### src/rtl/ftoi_pipe.sv
// Pipelined float-to-signed-integer converter: unpack/classify, align, then round/saturate.
// Four rounding modes, two's-complement saturation, invalid/inexact flags.
module ftoi_pipe #(
  parameter int EXP_W = 8,
  parameter int MAN_W = 23,
  parameter int INT_W = 32
) (
  input  logic                   clk,
  input  logic                   rst,
  input  logic                   in_valid,
  output logic                   in_ready,
  input  logic [EXP_W+MAN_W:0]   in_x,
  input  logic [1:0]             in_rm,
  output logic                   out_valid,
  input  logic                   out_ready,
  output logic [INT_W-1:0]       out_y,
  output logic                   out_invalid,
  output logic                   out_inexact
);

  localparam int BIAS = (1 << (EXP_W - 1)) - 1;
  localparam int UW   = EXP_W + 1;
  localparam int WW   = (MAN_W > INT_W) ? MAN_W + 1 : INT_W + 1;

  localparam logic [INT_W-1:0] Y_MAX       = {1'b0, {(INT_W-1){1'b1}}};
  localparam logic [INT_W-1:0] Y_MIN       = {1'b1, {(INT_W-1){1'b0}}};
  localparam logic [INT_W:0]   MAG_MAX_POS = {1'b0, Y_MAX};
  localparam logic [INT_W:0]   MAG_MAX_NEG = {1'b0, Y_MIN};

  typedef enum logic [1:0] {CL_ZERO, CL_NORM, CL_INF, CL_NAN} cls_t;

  // Handshake: a transfer happens on a rising edge where valid && ready. The whole
  // pipe advances together when the output slot is free or being consumed.
  logic adv;
  assign adv      = !out_valid || out_ready;
  assign in_ready = adv;

  // S1: unpack and classify
  logic             x_s;
  logic [EXP_W-1:0] x_e;
  logic [MAN_W-1:0] x_m;
  logic signed [UW-1:0] x_u;
  cls_t             x_cls;

  assign x_s = in_x[EXP_W+MAN_W];
  assign x_e = in_x[EXP_W+MAN_W-1:MAN_W];
  assign x_m = in_x[MAN_W-1:0];
  assign x_u = $signed({1'b0, x_e}) - $signed(UW'(BIAS));

  always_comb begin
    x_cls = CL_NORM;
    if (x_e == '0)      x_cls = CL_ZERO;
    else if (x_e == '1) x_cls = (x_m == '0) ? CL_INF : CL_NAN;
  end

  logic                 s1_valid, s1_sign;
  logic signed [UW-1:0] s1_u;
  logic [MAN_W:0]       s1_sig;
  logic [1:0]           s1_rm;
  cls_t                 s1_cls;

  always_ff @(posedge clk or posedge rst) begin
    if (rst) begin
      s1_valid <= 1'b0;
      s1_sign  <= 1'b0;
      s1_u     <= '0;
      s1_sig   <= '0;
      s1_rm    <= '0;
      s1_cls   <= CL_ZERO;
    end else if (adv) begin
      s1_valid <= in_valid;
      s1_sign  <= x_s;
      s1_u     <= x_u;
      s1_sig   <= {1'b1, x_m};
      s1_rm    <= in_rm;
      s1_cls   <= x_cls;
    end
  end

  // S2: align the significand to the integer point, keeping guard and sticky
  int                 u_i;
  logic [2*MAN_W+1:0] rsh;
  logic [WW-1:0]      mag_w;
  logic               guard_c, sticky_c, pre_ovf_c;

  always_comb begin
    u_i       = int'(s1_u);
    rsh       = {s1_sig, {(MAN_W+1){1'b0}}} >> (MAN_W - u_i);
    mag_w     = '0;
    guard_c   = 1'b0;
    sticky_c  = 1'b0;
    pre_ovf_c = (u_i >= INT_W);
    if (u_i < 0) begin
      guard_c  = (u_i == -1);
      sticky_c = (u_i < -1) || (s1_sig[MAN_W-1:0] != '0);
    end else if (u_i <= MAN_W) begin
      mag_w    = WW'(rsh[2*MAN_W+1:MAN_W+1]);
      guard_c  = rsh[MAN_W];
      sticky_c = |rsh[MAN_W-1:0];
    end else begin
      mag_w = WW'(s1_sig) << (u_i - MAN_W);
    end
  end

  logic           s2_valid, s2_sign, s2_guard, s2_sticky, s2_pre_ovf;
  logic [INT_W:0] s2_mag;
  logic [1:0]     s2_rm;
  cls_t           s2_cls;

  always_ff @(posedge clk or posedge rst) begin
    if (rst) begin
      s2_valid   <= 1'b0;
      s2_sign    <= 1'b0;
      s2_guard   <= 1'b0;
      s2_sticky  <= 1'b0;
      s2_pre_ovf <= 1'b0;
      s2_mag     <= '0;
      s2_rm      <= '0;
      s2_cls     <= CL_ZERO;
    end else if (adv) begin
      s2_valid   <= s1_valid;
      s2_sign    <= s1_sign;
      s2_guard   <= guard_c;
      s2_sticky  <= sticky_c;
      s2_pre_ovf <= pre_ovf_c;
      s2_mag     <= mag_w[INT_W:0];
      s2_rm      <= s1_rm;
      s2_cls     <= s1_cls;
    end
  end

  // S3: round the magnitude, apply sign, saturate out-of-range and special inputs
  logic             inc, ovf, inv_c, inx_c;
  logic [INT_W:0]   rnd;
  logic [INT_W-1:0] y_c;

  always_comb begin
    inc = 1'b0;
    case (s2_rm)
      2'b00:   inc = 1'b0;
      2'b01:   inc = s2_guard;
      2'b10:   inc = s2_guard && (s2_sticky || s2_mag[0]);
      default: inc = s2_sign && (s2_guard || s2_sticky);
    endcase
    rnd   = s2_mag + {{INT_W{1'b0}}, inc};
    ovf   = s2_pre_ovf || (s2_sign ? (rnd > MAG_MAX_NEG) : (rnd > MAG_MAX_POS));
    y_c   = '0;
    inv_c = 1'b0;
    inx_c = 1'b0;
    case (s2_cls)
      CL_NAN: begin
        y_c   = Y_MAX;
        inv_c = 1'b1;
      end
      CL_INF: begin
        y_c   = s2_sign ? Y_MIN : Y_MAX;
        inv_c = 1'b1;
      end
      CL_NORM: begin
        if (ovf) begin
          y_c   = s2_sign ? Y_MIN : Y_MAX;
          inv_c = 1'b1;
        end else begin
          y_c   = s2_sign ? -rnd[INT_W-1:0] : rnd[INT_W-1:0];
          inx_c = s2_guard || s2_sticky;
        end
      end
      default: ;
    endcase
  end

  always_ff @(posedge clk or posedge rst) begin
    if (rst) begin
      out_valid   <= 1'b0;
      out_y       <= '0;
      out_invalid <= 1'b0;
      out_inexact <= 1'b0;
    end else if (adv) begin
      out_valid   <= s2_valid;
      out_y       <= y_c;
      out_invalid <= inv_c;
      out_inexact <= inx_c;
    end
  end

endmodule

### config.mk
export PLATFORM = sky130hd
export DESIGN_NAME = ftoi_pipe
export DESIGN_NICKNAME = d
export VERILOG_FILES = /design/src/rtl/ftoi_pipe.sv
export SDC_FILE = /design/constraint.sdc
export NUM_CORES = 1
export LEC_CHECK = 0
export CORE_ASPECT_RATIO = 2
export CORE_UTILIZATION = 45
export DETAILED_ROUTE_END_ITERATION = 7
export PLACE_DENSITY_LB_ADDON = 0.3
export REMOVE_ABC_BUFFERS = 1
export SLEW_MARGIN = 20
export SYNTH_ARGS = -nofsm -noshare
export SYNTH_HDL_FRONTEND = slang
export SYNTH_SLANG_ARGS = --single-unit
### constraint.sdc
create_clock -name clk -period 7.95 [get_ports clk]
set_input_delay 0.795 -clock clk [delete_from_list [all_inputs] [get_ports clk]]
set_output_delay 0.795 -clock clk [all_outputs]
set_load 0.03 [all_outputs]
# --- After elaboration in Yosys (flattened, before gate mapping) ---
# Cells that the tools add are included.
word_totals:
  input_bits: 38
  reg_bits: 116
  word_cells: 71
  out_inout_bits: 36
op_classes:
  n_shift: 2
  muxes: 19
  addsub: 5
  eq_ne: 7
  n_reduce_logical: 14
  order_cmp: 6
ops:
  columns: ["operator", "count"]
  rows:
  - ["32-bit two-way mux", 3]
  - ["32-bit case mux with 3 select lines", 1]
  - ["33-bit two-way mux", 2]
  - ["48-bit by 32-bit right shift with 48-bit output", 1]
  - ["33-bit by 1-bit adder with 33-bit output", 1]
  - ["33-bit by 31-bit greater-than comparator with 1-bit output (second input constant)", 1]
  - ["33-bit by 32-bit greater-than comparator with 1-bit output (second input constant)", 1]
  - ["24-bit by 32-bit left shift with 33-bit output", 1]
  - ["32-bit negation", 1]
  - ["23-bit zero test", 1]
  - ["23-bit nonzero test", 1]
  - ["23-bit OR reduction", 1]
  - ["9-bit by 1-bit < comparator with 1-bit output (second input constant)", 2]
  - ["6-bit by 9-bit subtractor with 10-bit output (first input constant)", 1]
  - ["9-bit by 6-bit subtractor with 10-bit output (second input constant)", 1]
  - ["9-bit by 1-bit equality test with 1-bit output (second input constant)", 1]
  - ["9-bit by 7-bit greater-or-equal comparator with 1-bit output (second input constant)", 1]
  - ["9-bit by 6-bit <= comparator with 1-bit output (second input constant)", 1]
  - ["1-bit two-way mux", 9]
  - ["8-bit by 7-bit subtractor with 9-bit output (second input constant)", 1]
  - ["8-bit equality test (second input constant)", 1]
  - ["8-bit zero test", 1]
  - ["2-bit equality test (second input constant)", 3]
  - ["1-bit logical OR", 5]
  - ["8 further kinds", 11]

# --- Longest topological paths before layout ---
# Gate-level depths: netlist (run 1).
depth:
  word_depth: 9
  depth_mapped: 19
  ltp_nobuf: 17

# --- Least setup slack after synthesis (run 1) ---
# Ideal clock, no wire load.
synth_path:
  kind: "reg2reg"
  from: "register s2_sign"
  to: "register out_y[10]"
  arrival_time_ns: 4.604
  path_buffers: 5
  setup_slack_ns: 3.269
  synth_period_minus_slack_ns: 4.681
  stages_incl_launch_ff: 20
  required_ns: 7.874
  cell_sequence: "dfrtp_1 -> clkbuf_1 -> clkbuf_1 -> o221ai_1 -> nand2_1 -> ha_1 -> ha_1 -> buf_4 -> and4_1 -> buf_6 -> nand3_4 -> or4b_4 -> a2111oi_4 -> nand4_2 -> or3_4 -> o21ba_1 -> o21a_1 -> or3_4 -> buf_6 -> o21ai_1"
synth_via:
  elab_chain_len: 8
synth_lines:
  columns: ["element", "line_no", "source"]
  rows:
  - ["start: declaration", "105", "logic s2_valid, s2_sign, s2_guard, s2_sticky, s2_pre_ovf;"]
  - ["start signal: assignment", "122", "s2_sign <= s1_sign;"]
  - ["1-bit logical AND", "143", "default: inc = s2_sign && (s2_guard || s2_sticky);"]
  - ["1-bit case mux with 3 select lines", "139", "case (s2_rm)"]
  - ["33-bit by 1-bit adder with 33-bit output", "145", "rnd = s2_mag + {{INT_W{1'b0}}, inc};"]
  - ["33-bit by 31-bit greater-than comparator with 1-bit output or 33-bit by 32-bit greater-than comparator with 1-bit output (tied branches)", "146", "ovf = s2_pre_ovf || (s2_sign ? (rnd > MAG_MAX_NEG) : (rnd > MAG_MAX_POS));"]
  - ["1-bit two-way mux", "146", null]
  - ["1-bit logical OR", "146", null]
  - ["32-bit two-way mux", "160", "if (ovf) begin"]
  - ["32-bit case mux with 3 select lines (*)", "150", "case (s2_cls)"]
  - ["end signal: assignment", "180", "out_y <= y_c;"]
  - ["end: declaration", "16", "output logic [INT_W-1:0] out_y,"]
# Mark *: on every way between the ends. The rest lies on a longest branch, timed or not.
# A chain may end at the register's enable or synchronous reset.

# --- Worst setup path in the final report (run 1) ---
layout_path:
  from: "register s2_mag[0]"
  to: "register out_y[0]"
layout_via:
  elab_chain_len: 9
layout_lines:
  columns: ["element", "line_no", "source"]
  rows:
  - ["start: declaration", "106", "logic [INT_W:0] s2_mag;"]
  - ["start signal: assignment", "126", "s2_mag <= mag_w[INT_W:0];"]
  - ["1-bit logical OR", "142", "2'b10: inc = s2_guard && (s2_sticky || s2_mag[0]);"]
  - ["1-bit logical AND", "142", null]
  - ["1-bit case mux with 3 select lines", "139", null]
  - ["33-bit by 1-bit adder with 33-bit output (*)", "145", null]
  - ["33-bit by 31-bit greater-than comparator with 1-bit output or 33-bit by 32-bit greater-than comparator with 1-bit output (tied branches)", "146", null]
  - ["1-bit two-way mux", "146", null]
  - ["1-bit logical OR", "146", null]
  - ["32-bit two-way mux (*)", "160", null]
  - ["32-bit case mux with 3 select lines (*)", "150", null]
# Marks and branches as above.

==> results of run 1 <==
[worst max path at each step]
stage                                     start                    end  slack (ns)  cells past startpoint
after global routing       s2_rm[1]$_DFFE_PP0P_   out_y[0]$_DFFE_PP0P_        2.28                     15
after CTS                 s2_mag[0]$_DFFE_PP0P_   out_y[0]$_DFFE_PP0P_        2.69                     15
final                     s2_mag[0]$_DFFE_PP0P_   out_y[0]$_DFFE_PP0P_        2.73                     15
after detailed placement  s2_mag[0]$_DFFE_PP0P_   out_y[0]$_DFFE_PP0P_        2.72                     15
after floorplan                       out_ready  s2_sticky$_DFFE_PP0P_       -0.26                      5
after global placement     s2_rm[1]$_DFFE_PP0P_   out_y[0]$_DFFE_PP0P_        2.84                     15
[cell usage after synthesis, drive strengths merged, types with 11 or more instances]
master  number
clkbuf      92
a211oi      18
and3        16
o31ai       16
a21oi      111
nand2      261
nor4        27
xnor2       38
dfrtp      116
ha          11
inv         19
nor3        34
a31oi       15
or3         14
mux2i       37
nand3       37
nor2       130
o21ai      105
and2        11
xor2        33
mux4        26
nand4       22
buf         26
[power breakdown]
part           total (W)  internal, W  switching, W
Clock           0.000824     0.000529      0.000295
Sequential      0.000967     0.000750      0.000217
Combinational    0.00233     0.000893       0.00144
Total            0.00412      0.00217       0.00195
[layout make-up]
type | instances | area (um2) | area share [%]
multi-input cells | 1109 | 6843 | 58.62
clock buffers | 18 | 439.2 | 3.762
flip-flops and latches | 116 | 2904 | 24.88
clock inverters | 14 | 182.7 | 1.565
well taps | 276 | 345.3 | 2.958
inverters | 21 | 82.58 | 0.7074
repair buffers | 92 | 877.1 | 7.513
[cell families after synthesis]
kind of cell / after synthesis
DFF: 116
and+or+nand+nor: 604
AOI/OAI and AO/OA: 352
xor gates and xnor gates: 71
buffers and inverters: 139
adders and majority gates: 11
muxes: 71
[state kept, by name (all words and copies together), names as in the netlist]
register	count
out_inexact	1
out_invalid	1
out_valid	1
out_y	32
s1_cls	2
s1_rm	2
s1_sig	24
s1_sign	1
s1_u	9
s1_valid	1
s2_cls	2
s2_guard	1
s2_mag	33
s2_pre_ovf	1
s2_rm	2
s2_sign	1
s2_sticky	1
s2_valid	1
[layer usage]
metal	global-route usage [%]	vias to the layer above	routed length, um
li1	-	4887	-
met1	28.21	4767	11070
met2	56.03	336	18400
met3	5.829	135	1309
met4	27.70	0	3365
met5	0	-	0
[metrics by stage]
step	hold WS (ns)	setup slack, ns	util, %
global route	0.4775	2.283	52.45
finish	0.4619	2.733	52.45
floorplan	0.4300	-0.2625	-
global placement	0.4419	2.840	49.61
detailed placement	0.4546	2.721	49.64
CTS	0.4673	2.690	52.43
[worst max-delay path, cell delays in order, from the launching register on]
cell and delay, ns:
sky130_fd_sc_hd__dfrtp_1 0.38, sky130_fd_sc_hd__o21a_1 0.14, sky130_fd_sc_hd__o221ai_1 0.10, sky130_fd_sc_hd__nand2_1 0.07
sky130_fd_sc_hd__ha_1 0.40, sky130_fd_sc_hd__ha_1 0.41, sky130_fd_sc_hd__and4_1 0.57, sky130_fd_sc_hd__nand3_4 0.20
sky130_fd_sc_hd__or4b_4 0.57, sky130_fd_sc_hd__a2111oi_4 0.50, sky130_fd_sc_hd__nand4_2 0.26, sky130_fd_sc_hd__or3_4 0.41
sky130_fd_sc_hd__o21ba_1 0.17, sky130_fd_sc_hd__o21a_1 0.17, sky130_fd_sc_hd__or3_4 0.53, sky130_fd_sc_hd__o21ai_1 0.21
==> results.md, run 1 <==
- For this block, the initial DRC count from the detailed router was 589.
- After detailed placement, the total cell area comes to 0.01105 mm2.
- The share of synthesized cell area in and, or, nand and nor gates is 27.19%.
- The post-synthesis adder-cell area fraction is 1.339%.
- Each instance of the synthesized netlist takes up on average 7.534 um2.
- The most instantiated flip-flop cell in the synthesis netlist is sky130_fd_sc_hd__dfrtp_1.
- The cell chosen for the clock root is sky130_fd_sc_hd__clkbuf_16.
- During placement, the flow inserted port buffers numbering 73.
- The clock reaches the later pin of the worst-skew pair after 0.45 ns.
- The type of element capturing the critical path is a flip-flop.
- The total wire length after detailed routing is 34.15 mm.
- During synthesis, Yosys emitted a total of 0 warnings.
- TritonCTS built the clock tree.
- The routed layout has 10130 vias.
- The routed wirelength normalized by instance count is 20.75 um.
- By area, the combinational part of the netlist is dominated by simple AND/OR/NAND/NOR gates.
- The first detailed-routing pass ran for 5 iterations.
- In this run the remaining antenna-violating nets after routing total 0.
- The starting utilization of the core area is 46.17%.
- The start point of the worst min-delay path is s2_valid$_DFFE_PP0P_.
- The worst hold path depth is 1.
- The synthesized instance count is 1364.
- The cell area after layout is 0.01167 mm2.
- At the pin with the least slew margin, the transition time is 0.9886 ns.
- The smallest clock period supported by the final layout is computed as 5.217 ns.
- Of the post-synthesis cell area, the part taken by muxes is 10.18%.
- The placed wire-length estimate after detailed placement is 26.22 mm.
- At the end of routability-driven placement, the weighted congestion stood at 1.017.
- The number of enable-type register cells in the synthesized netlist is 0.
- The category of the critical setup timing path is flip-flop to flip-flop.
- The number of placed instances, taps included, is 1614.
- The via count of the first global-routing pass came to 9811.
- The fraction of the mapped netlist area in compound gates is 21.38%.
- Summed over all cells, the static leakage comes to 4.623 nW.
- The fraction of layout instances using a drive strength above 1 is 8.321%.
- The min-delay analysis places its worst path in the category flip-flop to flip-flop.
- Setup repair after global routing left no endpoint under its margin.
- From left edge to right edge, the die measures 108.9 um.
- The layout overhead on the synthesized area is 13.60%.
- The endpoint identified for the worst register-to-register timing path is out_y[0]$_DFFE_PP0P_.
- The clock transition at the registers of the reported paths is 0.06 ns.
- The biggest area contributor in the post-synthesis netlist is sky130_fd_sc_hd__dfrtp_1.
- The reg2reg setup slack is 2.73 ns.
- Setup violations remaining at the end of the flow were counted as 0.
- For this design the ratio of total power to cell area is 353.2 mW/mm2.
- Summing internal, switching and leakage power gives 0.004123 W.
- The final period utilization is 65.63%.
- The worst reg2reg path startpoint is s2_mag[0]$_DFFE_PP0P_.
- The number of buffers inserted during clock tree synthesis is 17.
- The fill cell instance count of the final layout is 2183.
- For hold timing, the worst endpoint is out_valid$_DFFE_PP0P_.
- After detailed routing, the number of vias per cell comes to 6.151.
- The clock sink count is 116.
- The startpoint kind of the worst setup timing path is a flip-flop.
- Entering global routing, the biggest net connects 86 pins.
- For the final database, setup skew stands at 0.009041 ns.
- The wire length of the first global-routing pass is 54.26 mm.
- The count of buffers added by post-CTS timing repair for setup is 0.
- The count of state elements after synthesis is 116.
- The number of antenna diodes in the final layout is 0.
- Measured in cells, the most critical reg-to-reg path has a length of 15.
- Summed over all layers, the global routing overflow is 0.
- By area the synthesized netlist is led by sky130_fd_sc_hd__dfrtp_1, sky130_fd_sc_hd__nand2_1, sky130_fd_sc_hd__mux4_2.
- The proportion of register bits with asynchronous set or reset after synthesis is 100.0%.
- The core region is 0.02226 mm2.
- No sink is reached through more buffers than the 2 on the longest clock path.
- The maximum clock frequency is 191.7 MHz.
- The number of hold buffers added after CTS was 0.
- The maximum vdd ir drop is 0.0002296 V.
- The count of pins on the block boundary is 74.
- Leaving out filler cells and counting taps, the final layout contains 1646.
- The number of antenna violations at the first check in global routing is 1.
- The maximum net fanout on the critical path is 30.
- The fraction of post-synthesis cell area in the top cell type by area is 28.25%.
- The die height is 215.7 um.
- The run finished with clean final reports.
- The total die area is 0.02348 mm2.
- The share of synthesized area occupied by flip-flops and latches is 28.25%.
- The CTS H-tree depth is 4.
- The arrival time reported for the critical path endpoint is 5.58 ns.
- The total routing resource utilization after global routing is 30.98%.
- The summed instance area of the synthesized netlist is 0.01028 mm2.
- The floorplan has 77 rows.
- In the layout the commonest cells are sky130_fd_sc_hd__nand2_1, sky130_fd_sc_hd__nor2_1, sky130_fd_sc_hd__dfrtp_1.
- The count of endpoints failing hold in the final timing report is 0.
- The data required time at the worst endpoint is 8.31 ns.
- The max-slew violation count came to 0.
- The tool flagged a number of max-cap violations equal to 0.
- In this run the tightest slew margin relative to its limit is 33.85%.
- The library cell used most frequently in the layout, excluding fill and tap cells, is sky130_fd_sc_hd__nand2_1.
- The count of nets after finishing is 1406.
- The number of remaining DRC errors is 0.
- The xor and xnor area share after synthesis is 6.051%.
- The accumulated negative setup slack is 0 ns.
- The post-cts repair resize count is 0.
- The netlist uses 76 different library cells.
No activity file was read; power rests on OpenSTA's default activity.
==> inputs of run 2 (changes only) <==
==> constraint.sdc (replaced) <==
create_clock -name clk -period 4.6 [get_ports clk]
set_input_delay 0.46 -clock clk [delete_from_list [all_inputs] [get_ports clk]]
set_output_delay 0.46 -clock clk [all_outputs]
set_load 0.03 [all_outputs]
==> run 2 against run 1 <==
Compared with the run above:
- worst setup slack got worse by 2.5 ns
- core utilization grew 1.7 points
- first-iteration DRC count decreased by 7.1%
- clock skew is 0.00085 ns lower
- combinational power is 84% higher
- fmax up 20%
- clock power rose by 71%
- highest routed layer is now met5
==> results.md, run 2 (synthesis results as in run 1) <==
- The run finished with clean final reports.
- The die height is 215.7 um (unchanged).
- The total power per unit cell area came to 611.5 mW/mm2 (+73%).
- The largest registers in the layout are s2_mag (33), out_y (32), s1_sig (24).
- The per-cell via count in the routed design is 6.142 (-0.15%).
- The number of DRC violations after detailed-routing iteration 0 is 547 (-7.1%).
- The buffer depth of the longest clock path is 2 (unchanged).
- The clock transition at the registers of the reported paths is 0.06 ns (about the same).
- The number of buffers inserted during clock tree synthesis is 17 (unchanged).
- The count of input and output buffers is 73 (unchanged).
- The standard-cell row count is 77 (unchanged).
- The placed wire-length estimate after detailed placement was 28.07 mm (+7.0%).
- TritonCTS built the clock tree.
- The count of nets after finishing was 1451 (+3.2%).
- The post-layout worst setup margin is 0.2443 ns (-2.488 ns).
- Traced cell by cell, the critical path runs through o21a_1, o221ai_1, nand2_1, ha_2, ha_4, and4_1, nand3_4, or4b_4, a2111oi_4, nand4_2, or3_4, o21ba_1, o21a_1, or3_4, o21ai_1.
- The length of the first detailed-routing pass in iterations is 5 (unchanged).
- The clock latency of the later-clocked register in the worst-skew pair came to 0.46 ns (about the same).
- The starting utilization of the core area is 46.17% (unchanged).
- The fraction of layout instances using a drive strength above 1 is 11.59% (+3.3 points).
- The worst max-slew margin expressed relative to the limit is 33.77% (-0.079 points).
- The remaining antenna violation count is 0 (unchanged).
- The total die area is 0.02348 mm2 (unchanged).
- The count of endpoints failing hold in the final timing report is 0 (unchanged).
- The most common library cell in the layout ignoring fill and taps is sky130_fd_sc_hd__nand2_1.
- The cell chosen for the clock root is sky130_fd_sc_hd__clkbuf_16.
- The quantity of hold-fixing buffers added after cts came to 0 (unchanged).
- The master of the slowest instance on the critical path is sky130_fd_sc_hd__or4b_4.
- The clock sink count was 116 (unchanged).
- The area occupied by registers was 0.002904 mm2 (unchanged).
- The total vias in the final route was 10390 (+2.6%).
- The max capacitance violation total is 0 (unchanged).
- The post-placement worst setup slack was 0.01323 ns (-2.708 ns).
- The CTS H-tree depth was 4 (unchanged).
- The area of the placeable core is 0.02226 mm2 (unchanged).
- Counting flops per register, the top entry is s2_mag.
- From synthesis to final layout, the design area changed by 17.22%.
- The setup path with the least slack is of type flip-flop to flip-flop.
- The transition at the pin with the smallest max-transition slack came to 0.9810 ns (-0.007610 ns).
- The number of antenna repair diodes was 0 (unchanged).
- The leakage power summed over all cells is 4.811 nW (+4.1%).
- The wire length of the first global-routing pass is 56.09 mm (+3.4%).
- The startpoint kind of the worst setup timing path is a flip-flop.
- The maximum number of pins on one net before global-route repair is 61 (-29%).
- The number of remaining DRC errors is 0 (unchanged).
- The total area of multi-input combinational cells came to 0.006899 mm2 (+0.82%).
- The maximum vdd ir drop is 0.0003118 V (+36%).
- The number of antenna violations at the first check in global routing is 1 (unchanged).
- In the layout the commonest cells are sky130_fd_sc_hd__nand2_1, sky130_fd_sc_hd__nor2_1, sky130_fd_sc_hd__dfrtp_1.
- The worst setup path is captured at a flip-flop.
- The remaining global-route overflow came to 0 (unchanged).
- The total wire length after detailed routing was 36.15 mm (+5.9%).
- The total routing resource utilization after global routing is 32.11% (+1.1 points).
- The smallest hold slack was 0.4463 ns (-0.01567 ns).
- The max-slew violation count was 0 (unchanged).
- The largest stage delay on the critical path is 0.54 ns (-0.03 ns).
- The data required time at the worst endpoint is 4.98 ns (-3.33 ns).
- The count of pins on the block boundary is 74 (unchanged).
- The arrival time reported for the critical path endpoint was 4.74 ns (-0.84 ns).
- The final setup violation count is 0 (unchanged).
- The maximum clock frequency is 229.6 MHz (+20%).
- The number of flip-flops in the largest register is 33 (unchanged).
- The x dimension of the die is 108.9 um (unchanged).
- Setup repair after global routing left no endpoint under its margin.
- The final clock skew is 0.008189 ns (-0.0008514 ns).
- The final critical-path required period came to 4.356 ns (-0.8615 ns).
- The final period utilization is 94.69% (+29 points).
- The accumulated negative setup slack is 0 ns (unchanged).
- The fill cell instance count of the final layout came to 2176 (-0.32%).
- The type of the worst min-delay path is primary input to asynchronous set/reset pin.
- The routability-driven placement congestion ratio is 1.047 (+2.9%).
- The routed wirelength normalized by instance count came to 21.38 um (+3.0%).
- The maximum net fanout on the critical path came to 8 (-73%).
- The via count of the first global-routing pass was 10160 (+3.5%).
-- run 2: layer usage --
layer,global-route usage [%],wire (um),up-vias
li1,-,-,4993
met1,28.73,11330,4911
met2,58.78,19570,328
met3,5.225,1273,152
met4,29.64,3959,2
met5,0,15,-
-- run 2: path summary, 6_finish.rpt --
path                                             from                      to  slack (ns)  depth (start not counted)
worst max-delay path            s2_mag[0]$_DFFE_PP0P_   out_y[27]$_DFFE_PP0P_        0.24                         15
worst min-delay path                              rst  s2_mag[19]$_DFFE_PP0P_        0.45                          2
worst max register to register  s2_mag[0]$_DFFE_PP0P_   out_y[27]$_DFFE_PP0P_        0.24                         15
worst min register to register   s2_valid$_DFFE_PP0P_    s2_valid$_DFFE_PP0P_        0.46                          2
max in group asynchronous                         rst     s1_u[0]$_DFFE_PP0P_        3.22                          3
min in group clk                 s2_valid$_DFFE_PP0P_    s2_valid$_DFFE_PP0P_        0.46                          2
-- run 2: final cells by class --
type                            count  share of cell area (%)
Clock buffer                       18                   3.646
Timing Repair Buffer              134                   9.972
Tap cell                          276                   2.867
Inverter                           21                  0.6752
Sequential cell                   116                   24.11
Clock inverter                     14                   1.454
Multi-Input combinational cell   1112                   57.28
-- run 2: repair_timing --
item	in CTS	in global routing
buffers inserted	0	1
hold endpoints to repair	0	0
gates resized for setup	0	10
setup endpoints to repair	0	33
-- run 2: critical path, delay by kind of cell, from the launching register on --
| family | cells | cell delay, ns |
|---|---|---|
| simple gates | 7 | 2.06 |
| compound gates | 6 | 1.37 |
| fa+ha+maj | 2 | 0.44 |
| flops | 1 | 0.39 |
-- run 2: where the power goes --
group / switching (W) / internal [W] / leakage [nW]
sequential: 0.000372 / 0.00130 / 1.47
combinational: 0.00261 / 0.00168 / 3.06
clock: 0.000544 / 0.000868 / 0.282
total: 0.00353 / 0.00384 / 4.81
-- run 2: per-stage QoR --
| stage | cells | power (W) | instance area, um2 | util, % |
|---|---|---|---|---|
| 5_1_grt | 1691 | 0.007864 | 12050 | 54.12 |
| 6_report | 1691 | 0.007365 | 12050 | 54.12 |
| 2_1_floorplan | 1246 | 0.004387 | 9778 | - |
| 4_1_cts | 1687 | 0.007255 | 11970 | 53.80 |
| 3_5_place_dp | 1655 | 0.005825 | 11360 | 51.04 |
| 3_3_place_gp | 1655 | 0.005771 | 11350 | 51.02 |
==> inputs of run 3 (changes only) <==
--- a/config.mk
+++ b/config.mk
@@ -7,6 +7,7 @@
 export LEC_CHECK = 0
 export CORE_ASPECT_RATIO = 2
 export CORE_UTILIZATION = 45
+export CTS_CLUSTER_SIZE = 8
 export DETAILED_ROUTE_END_ITERATION = 7
 export PLACE_DENSITY_LB_ADDON = 0.3
 export REMOVE_ABC_BUFFERS = 1
==> results of run 3 <==
Same layout as run 2: the final DEF is identical, and so are final timing and power.
